[config.mk]
export PLATFORM = sky130hd
export DESIGN_NAME = ppu_vram_writer_flat
export DESIGN_NICKNAME = d
export VERILOG_FILES = /design/src/rtl/ppu_vram_writer_pkg.sv /design/src/rtl/ppu_vram_writer_if.sv /design/src/rtl/ppu_vram_writer_addr_latch.sv /design/src/rtl/ppu_vram_writer.sv /design/src/flat_wrapper.sv
export SDC_FILE = /design/constraint.sdc
export NUM_CORES = 1
export LEC_CHECK = 0
export ABC_AREA = 1
export CAP_MARGIN = 20
export CORE_ASPECT_RATIO = 1.4
export CORE_MARGIN = 10
export CORE_UTILIZATION = 49
export DETAILED_ROUTE_END_ITERATION = 16
export PLACE_DENSITY = 0.77
export REMOVE_ABC_BUFFERS = 1
export SYNTH_ARGS = -nofsm -noshare
export SYNTH_HDL_FRONTEND = slang
export SYNTH_HIERARCHICAL = 1
export SYNTH_SLANG_ARGS = --single-unit
export TNS_END_PERCENT = 100
[constraint.sdc]
create_clock -name clk -period 1.65 [get_ports clk]
set_clock_uncertainty 0.1 [all_clocks]
set_input_delay 0.4125 -clock clk [delete_from_list [all_inputs] [get_ports clk]]
set_output_delay 0.4125 -clock clk [all_outputs]
set_load 0.01 [all_outputs]
[src/rtl/ppu_vram_writer_pkg.sv]
// Shared register indices, address mask and clear-engine state encoding for the PPU VRAM writer.
package ppu_reg_pkg;

  localparam logic [2:0] REG_PPUCTRL   = 3'd0;
  localparam logic [2:0] REG_PPUSTATUS = 3'd2;
  localparam logic [2:0] REG_PPUADDR   = 3'd6;
  localparam logic [2:0] REG_PPUDATA   = 3'd7;

  localparam logic [15:0] PPU_ADDR_MASK = 16'h3FFF;

  typedef enum logic [1:0] {
    IDLE,
    CLEAR,
    DONE
  } clr_state_e;

endpackage

[src/rtl/ppu_vram_writer_if.sv]
// CPU register bus, clear control and PPU memory write port of the VRAM writer.
interface ppu_vram_writer_if;
  logic        cpu_wr_en;
  logic        cpu_rd_en;
  logic [2:0]  cpu_reg;
  logic [7:0]  cpu_wdata;
  logic        clear_start;
  logic [15:0] write_addr;
  logic [7:0]  write_data;
  logic        write_en;
  logic        busy;
  logic        clear_done;
  logic [15:0] vram_addr;

  // master: the CPU side driving register accesses; slave: the VRAM writer
  modport master (
    output cpu_wr_en, cpu_rd_en, cpu_reg, cpu_wdata, clear_start,
    input  write_addr, write_data, write_en, busy, clear_done, vram_addr
  );

  modport slave (
    input  cpu_wr_en, cpu_rd_en, cpu_reg, cpu_wdata, clear_start,
    output write_addr, write_data, write_en, busy, clear_done, vram_addr
  );
endinterface

[src/rtl/ppu_vram_writer_addr_latch.sv]
// PPU address latch: temporary address t, current address v, write toggle w and increment mode.
module ppu_addr_latch
  import ppu_reg_pkg::*;
#(
  parameter logic [15:0] ADDR_MASK = PPU_ADDR_MASK
) (
  input  logic        clk,
  input  logic        rst,
  input  logic        ctrl_wr,
  input  logic        status_rd,
  input  logic        addr_wr,
  input  logic        data_wr,
  input  logic [7:0]  wdata,
  output logic [15:0] v,
  output logic        w,
  output logic        inc32
);

  logic [15:0] t;
  logic        w_eff;

  // a same-cycle status read resets the toggle before the PPUADDR write sees it
  assign w_eff = w & ~status_rd;

  always_ff @(posedge clk or negedge rst) begin
    if (!rst) begin
      t     <= '0;
      v     <= '0;
      w     <= 1'b0;
      inc32 <= 1'b0;
    end else begin
      if (ctrl_wr)
        inc32 <= wdata[2];

      if (addr_wr) begin
        if (!w_eff) begin
          t[15:8] <= {2'b00, wdata[5:0]};
          w       <= 1'b1;
        end else begin
          t[7:0] <= wdata;
          v      <= {t[15:8], wdata};
          w      <= 1'b0;
        end
      end else if (status_rd) begin
        w <= 1'b0;
      end

      if (data_wr)
        v <= (v + (inc32 ? 16'd32 : 16'd1)) & ADDR_MASK;
    end
  end

endmodule

[src/rtl/ppu_vram_writer.sv]
// Write-side master for PPU memory: CPU PPUADDR/PPUDATA decoding plus a power-up VRAM clear engine.
module ppu_vram_writer
  import ppu_reg_pkg::*;
#(
  parameter logic [15:0] CLEAR_BASE  = 16'h2000,
  parameter logic [15:0] CLEAR_LEN   = 16'h1000,
  parameter logic [7:0]  CLEAR_VALUE = 8'h00,
  parameter logic [15:0] ADDR_MASK   = PPU_ADDR_MASK
) (
  input logic              clk,
  input logic              rst,
  ppu_vram_writer_if.slave bus
);

  clr_state_e  state, state_nxt;
  logic [15:0] cnt;
  logic [15:0] v;
  logic        w;
  logic        inc32;
  logic        accept;
  logic        ctrl_wr, status_rd, addr_wr, data_wr;

  // address/data writes only land in IDLE and never in the cycle a clear starts
  assign accept    = (state == IDLE) && !bus.clear_start;
  assign ctrl_wr   = bus.cpu_wr_en && (bus.cpu_reg == REG_PPUCTRL);
  assign status_rd = bus.cpu_rd_en && (bus.cpu_reg == REG_PPUSTATUS);
  assign addr_wr   = bus.cpu_wr_en && (bus.cpu_reg == REG_PPUADDR) && accept;
  assign data_wr   = bus.cpu_wr_en && (bus.cpu_reg == REG_PPUDATA) && accept;

  ppu_addr_latch #(
    .ADDR_MASK(ADDR_MASK)
  ) u_latch (
    .clk      (clk),
    .rst      (rst),
    .ctrl_wr  (ctrl_wr),
    .status_rd(status_rd),
    .addr_wr  (addr_wr),
    .data_wr  (data_wr),
    .wdata    (bus.cpu_wdata),
    .v        (v),
    .w        (w),
    .inc32    (inc32)
  );

  assign bus.vram_addr = v & ADDR_MASK;

  always_ff @(posedge clk or negedge rst) begin
    if (!rst) state <= IDLE;
    else      state <= state_nxt;
  end

  always_comb begin
    state_nxt = state;
    case (state)
      IDLE:    if (bus.clear_start) state_nxt = (CLEAR_LEN == 16'd0) ? DONE : CLEAR;
      CLEAR:   if (cnt == CLEAR_LEN - 16'd1) state_nxt = DONE;
      DONE:    state_nxt = IDLE;
      default: state_nxt = IDLE;
    endcase
  end

  // busy tracks the cycles spent in CLEAR, so it is high exactly CLEAR_LEN cycles
  always_ff @(posedge clk or negedge rst) begin
    if (!rst) begin
      bus.write_addr <= '0;
      bus.write_data <= '0;
      bus.write_en   <= 1'b0;
      bus.busy       <= 1'b0;
      bus.clear_done <= 1'b0;
      cnt            <= '0;
    end else begin
      bus.write_en   <= 1'b0;
      bus.clear_done <= 1'b0;
      bus.busy       <= (state_nxt == CLEAR);
      case (state)
        IDLE: begin
          if (bus.clear_start) begin
            cnt <= '0;
          end else if (data_wr) begin
            bus.write_en   <= 1'b1;
            bus.write_addr <= v & ADDR_MASK;
            bus.write_data <= bus.cpu_wdata;
          end
        end
        CLEAR: begin
          bus.write_en   <= 1'b1;
          bus.write_addr <= (CLEAR_BASE + cnt) & ADDR_MASK;
          bus.write_data <= CLEAR_VALUE;
          cnt            <= cnt + 16'd1;
        end
        DONE:    bus.clear_done <= 1'b1;
        default: ;
      endcase
    end
  end

endmodule

[src/flat_wrapper.sv]
// flat-port wrapper written by rule: the top's interface ports become plain ports
module ppu_vram_writer_flat import ppu_reg_pkg::*;
#(
  parameter logic [15:0] CLEAR_BASE  = 16'h2000,
  parameter logic [15:0] CLEAR_LEN   = 16'h1000,
  parameter logic [7:0]  CLEAR_VALUE = 8'h00,
  parameter logic [15:0] ADDR_MASK   = PPU_ADDR_MASK
)
  (clk, rst, bus_cpu_wr_en, bus_cpu_rd_en, bus_cpu_reg, bus_cpu_wdata, bus_clear_start, bus_write_addr, bus_write_data, bus_write_en, bus_busy, bus_clear_done, bus_vram_addr);
  ppu_vram_writer_if bus_i ();
  input logic clk;
  input logic rst;
  input wire logic [$bits(bus_i.cpu_wr_en)-1:0] bus_cpu_wr_en;
  input wire logic [$bits(bus_i.cpu_rd_en)-1:0] bus_cpu_rd_en;
  input wire logic [$bits(bus_i.cpu_reg)-1:0] bus_cpu_reg;
  input wire logic [$bits(bus_i.cpu_wdata)-1:0] bus_cpu_wdata;
  input wire logic [$bits(bus_i.clear_start)-1:0] bus_clear_start;
  output wire logic [$bits(bus_i.write_addr)-1:0] bus_write_addr;
  output wire logic [$bits(bus_i.write_data)-1:0] bus_write_data;
  output wire logic [$bits(bus_i.write_en)-1:0] bus_write_en;
  output wire logic [$bits(bus_i.busy)-1:0] bus_busy;
  output wire logic [$bits(bus_i.clear_done)-1:0] bus_clear_done;
  output wire logic [$bits(bus_i.vram_addr)-1:0] bus_vram_addr;
  assign bus_i.cpu_wr_en = bus_cpu_wr_en;
  assign bus_i.cpu_rd_en = bus_cpu_rd_en;
  assign bus_i.cpu_reg = bus_cpu_reg;
  assign bus_i.cpu_wdata = bus_cpu_wdata;
  assign bus_i.clear_start = bus_clear_start;
  assign bus_write_addr = bus_i.write_addr;
  assign bus_write_data = bus_i.write_data;
  assign bus_write_en = bus_i.write_en;
  assign bus_busy = bus_i.busy;
  assign bus_clear_done = bus_i.clear_done;
  assign bus_vram_addr = bus_i.vram_addr;
  ppu_vram_writer #(.CLEAR_BASE(CLEAR_BASE), .CLEAR_LEN(CLEAR_LEN), .CLEAR_VALUE(CLEAR_VALUE), .ADDR_MASK(ADDR_MASK)) u_core (.clk(clk), .rst(rst), .bus(bus_i));
endmodule
==> flow_metrics.tcl, run 1 <==
set metrics [dict create \
    violations "setup timing" \
    worst_hold_path.num_cells 3 \
    p_per_area_nw_per_um2 636 \
    grt_max_degree 28 \
    setup_viol 19 \
    cts_tree "yes" \
    final_cell_area_um2 5000 \
    seq_power_share_pct 50.9 \
    h-tree-depth 3 \
    finalCritPeriodShare_pct 111 \
    vias 3658 \
    stdcell_count 682 \
    dieArea_um2 11300 \
    power.share.clock_pct 42.4 \
    min_path_type "primary input to flop" \
    clkLatencyLatePin_ns 0.36 \
    grt_pass1_wl_um 17300 \
    nNetsFinal 600 \
    cp_max_fo 4 \
    post-dp-hpwl_um 7450 \
    clock_path_buffers 2 \
    die_w_um 92.9 \
    arrival_ns 1.98 \
    placed_cell_area_um2 4540 \
    syn_inst 478 \
    min_to "u_core/state[0]" \
    syn_area_um2 3650 \
    area_growth_pct 37.1 \
    clk_pin_slew_ns 0.07 \
    grtUsageTotal_pct 19.2 \
    cp_slowest_cell "dfrtp_1" \
    vias_per_cell 5.36 \
    power_switching_share_pct 23.6 \
    ioPinCount 59 \
    reg2reg_depth 12 \
    critPathKind "flop to flop" \
    drt_iter0_drc 240 \
    cts-buffers-inserted 9 \
    core_area_um2 7310 \
    syn_avg_cell_area_um2 7.63 \
    rsz0062_at_grt "true" \
    drive_gt1_share_pct 24.3 \
    antenna_cells 0 \
    path_cells "buf_6 > ha_2 > ha_4 > nand3_2 > inv_2 > nand2_1 > nand2_2 > nand2_1 > nand2_1 > nand3_1 > nand2_1 > nand2_1" \
    status "finished, violations left" \
    power_switching_uw 750 \
    grt_overflow 0 \
    fmax_mhz 547 \
    cts.sink_count 65 \
    antenna_found_initial 0 \
    yosysWarnings 6 \
    antenna_left 0 \
    setup_ws_ns -0.179 \
    routed_wl_um 10900 \
    p_int_mw 2.43 \
    period_minus_slack_ns 1.83 \
    wl_per_cell_um 16.0 \
    grt_pass1_vias 3565 \
    dp_cells 654 \
    initial_utilization_pct 49.9 \
    io_buffers 54 \
    ff2ff_setup_slack_ns -0.18 \
    drv_cap 0 \
    hold_violations 0 \
    cpMostUsedCell "nand2_1" \
    leakage_nw 2.59 \
    start_kind "flop" \
    cts_root_buf "clkbuf_8" \
    drtPass1Iterations 7 \
    vdd_drop_max_mv 0.650 \
    endpoint_kind "flop" \
    crit-reg2reg-launch "u_core/u_latch/v[0]" \
    worst_path_largest_cell_delay_ns 0.41 \
    final-max-slew-violation-count 0 \
    rows 37 \
    reg2reg_to "u_core/u_latch/v[12]" \
    min_from "bus_clear_start" \
    combinationalPowerShare_pct 6.7 \
    required_ns 1.80 \
    preCtsSetupSlack_ns -0.589 \
    drc 0 \
    die_height_um 122 \
    gp_congestion 0.911 \
]
==> stage by stage <==
stage / utilization [%] / total power [mW] / TNS [ns] / hold slack (ns)
after global placement: 62.0 / 1.84 / -17.47 / 0.239
final: 68.4 / 3.18 / -2.00 / 0.291
after global routing: 68.4 / 3.28 / -3.71 / 0.297
after CTS: 65.7 / 3.18 / -1.66 / 0.369
after detailed placement: 62.0 / 1.85 / -19.01 / 0.243
after floorplan: - / 1.71 / -5.76 / 0.0169
==> power by group through the flow <==
stage	sequential (mW)	clock, mW	combinational [mW]
2_1_floorplan	1.65	0	0.0623
3_3_place_gp	1.65	0	0.196
3_5_place_dp	1.65	0	0.198
4_1_cts	1.62	1.36	0.203
5_1_grt	1.62	1.43	0.235
6_report	1.62	1.35	0.214
==> state kept, by name (all words and copies together) (netlist names) <==
signal                 cells
u_core/bus.busy            1
u_core/u_latch/inc32       1
u_core/state               2
u_core/u_latch/w           1
u_core/bus.write_addr     14
u_core/u_latch/v          14
u_core/bus.write_data      8
u_core/bus.write_en        1
u_core/u_latch/t           6
u_core/cnt                16
u_core/bus.clear_done      1
==> repair_timing <==
action | in CTS | in global routing
setup endpoints to repair | 59 | 27
resized for setup | 67 | 39
hold buffers | 1 | 0
cloned | 1 | 1
hold endpoints to repair | 12 | 0
pin swaps | 10 | 13
setup buffers | 4 | 5
==> placed cells by master (no fill, tap or decap), drive strengths merged, types with 2 or more instances in the layout <==
| cell type | n |
|---|---|
| nand2 | 198 |
| a22oi | 2 |
| clkbuf | 14 |
| buf | 49 |
| conb | 4 |
| o211ai | 11 |
| nor3 | 5 |
| ha | 4 |
| o22ai | 2 |
| clkinv | 3 |
| nand3b | 3 |
| dlygate4sd2 | 38 |
| clkdlybuf4s50 | 13 |
| nand3 | 37 |
| inv | 46 |
| nor2 | 41 |
| o21ai | 25 |
| dfrtp | 65 |
| nand4 | 3 |
| a21oi | 13 |
==> final cells by class <==
type	instances	area (um2)
Fill cell	610	2310
Multi-Input combinational cell	353	1870
Sequential cell	65	1630
Timing Repair Buffer	103	988
Inverter	48	204
Clock buffer	13	149
Tap cell	97	121
Clock inverter	3	40.0
==> worst max-delay path: cells and delay by family, from the launching register on <==
family,cells,cell delay (ns)
buf+inv,2,0.24
fa+ha+maj,2,0.34
flops,1,0.41
simple gates,8,0.64
==> per-layer routing <==
layer  global-route usage, %  vias to the layer above  routed length [um]
met5                       0                        -                   0
met4                    10.7                        0                 453
met3                    4.68                       38                 612
met2                    33.7                      132                5740
met1                    20.5                     1760                4110
li1                        -                     1728                   -
==> how the worst max path moves through the flow <==
stage	startpoint	end	cells past startpoint
after floorplan	bus_cpu_wr_en	u_core/u_latch/v[7]	9
after global placement	bus_clear_start	u_core/u_latch/v[3]	9
after detailed placement	bus_clear_start	u_core/u_latch/v[5]	9
after CTS	u_core/state[0]	u_core/u_latch/v[3]	10
after global routing	u_core/u_latch/v[0]	u_core/u_latch/v[10]	10
final	u_core/u_latch/v[0]	u_core/u_latch/v[12]	12
(Power assumes the default switching activity.)
==> inputs of run 2 (changes only) <==
Settings changed: CTS_CLUSTER_DIAMETER from default to 100.
==> results of run 2 <==
Final layout, timing and power as in run 1 (identical DEF).
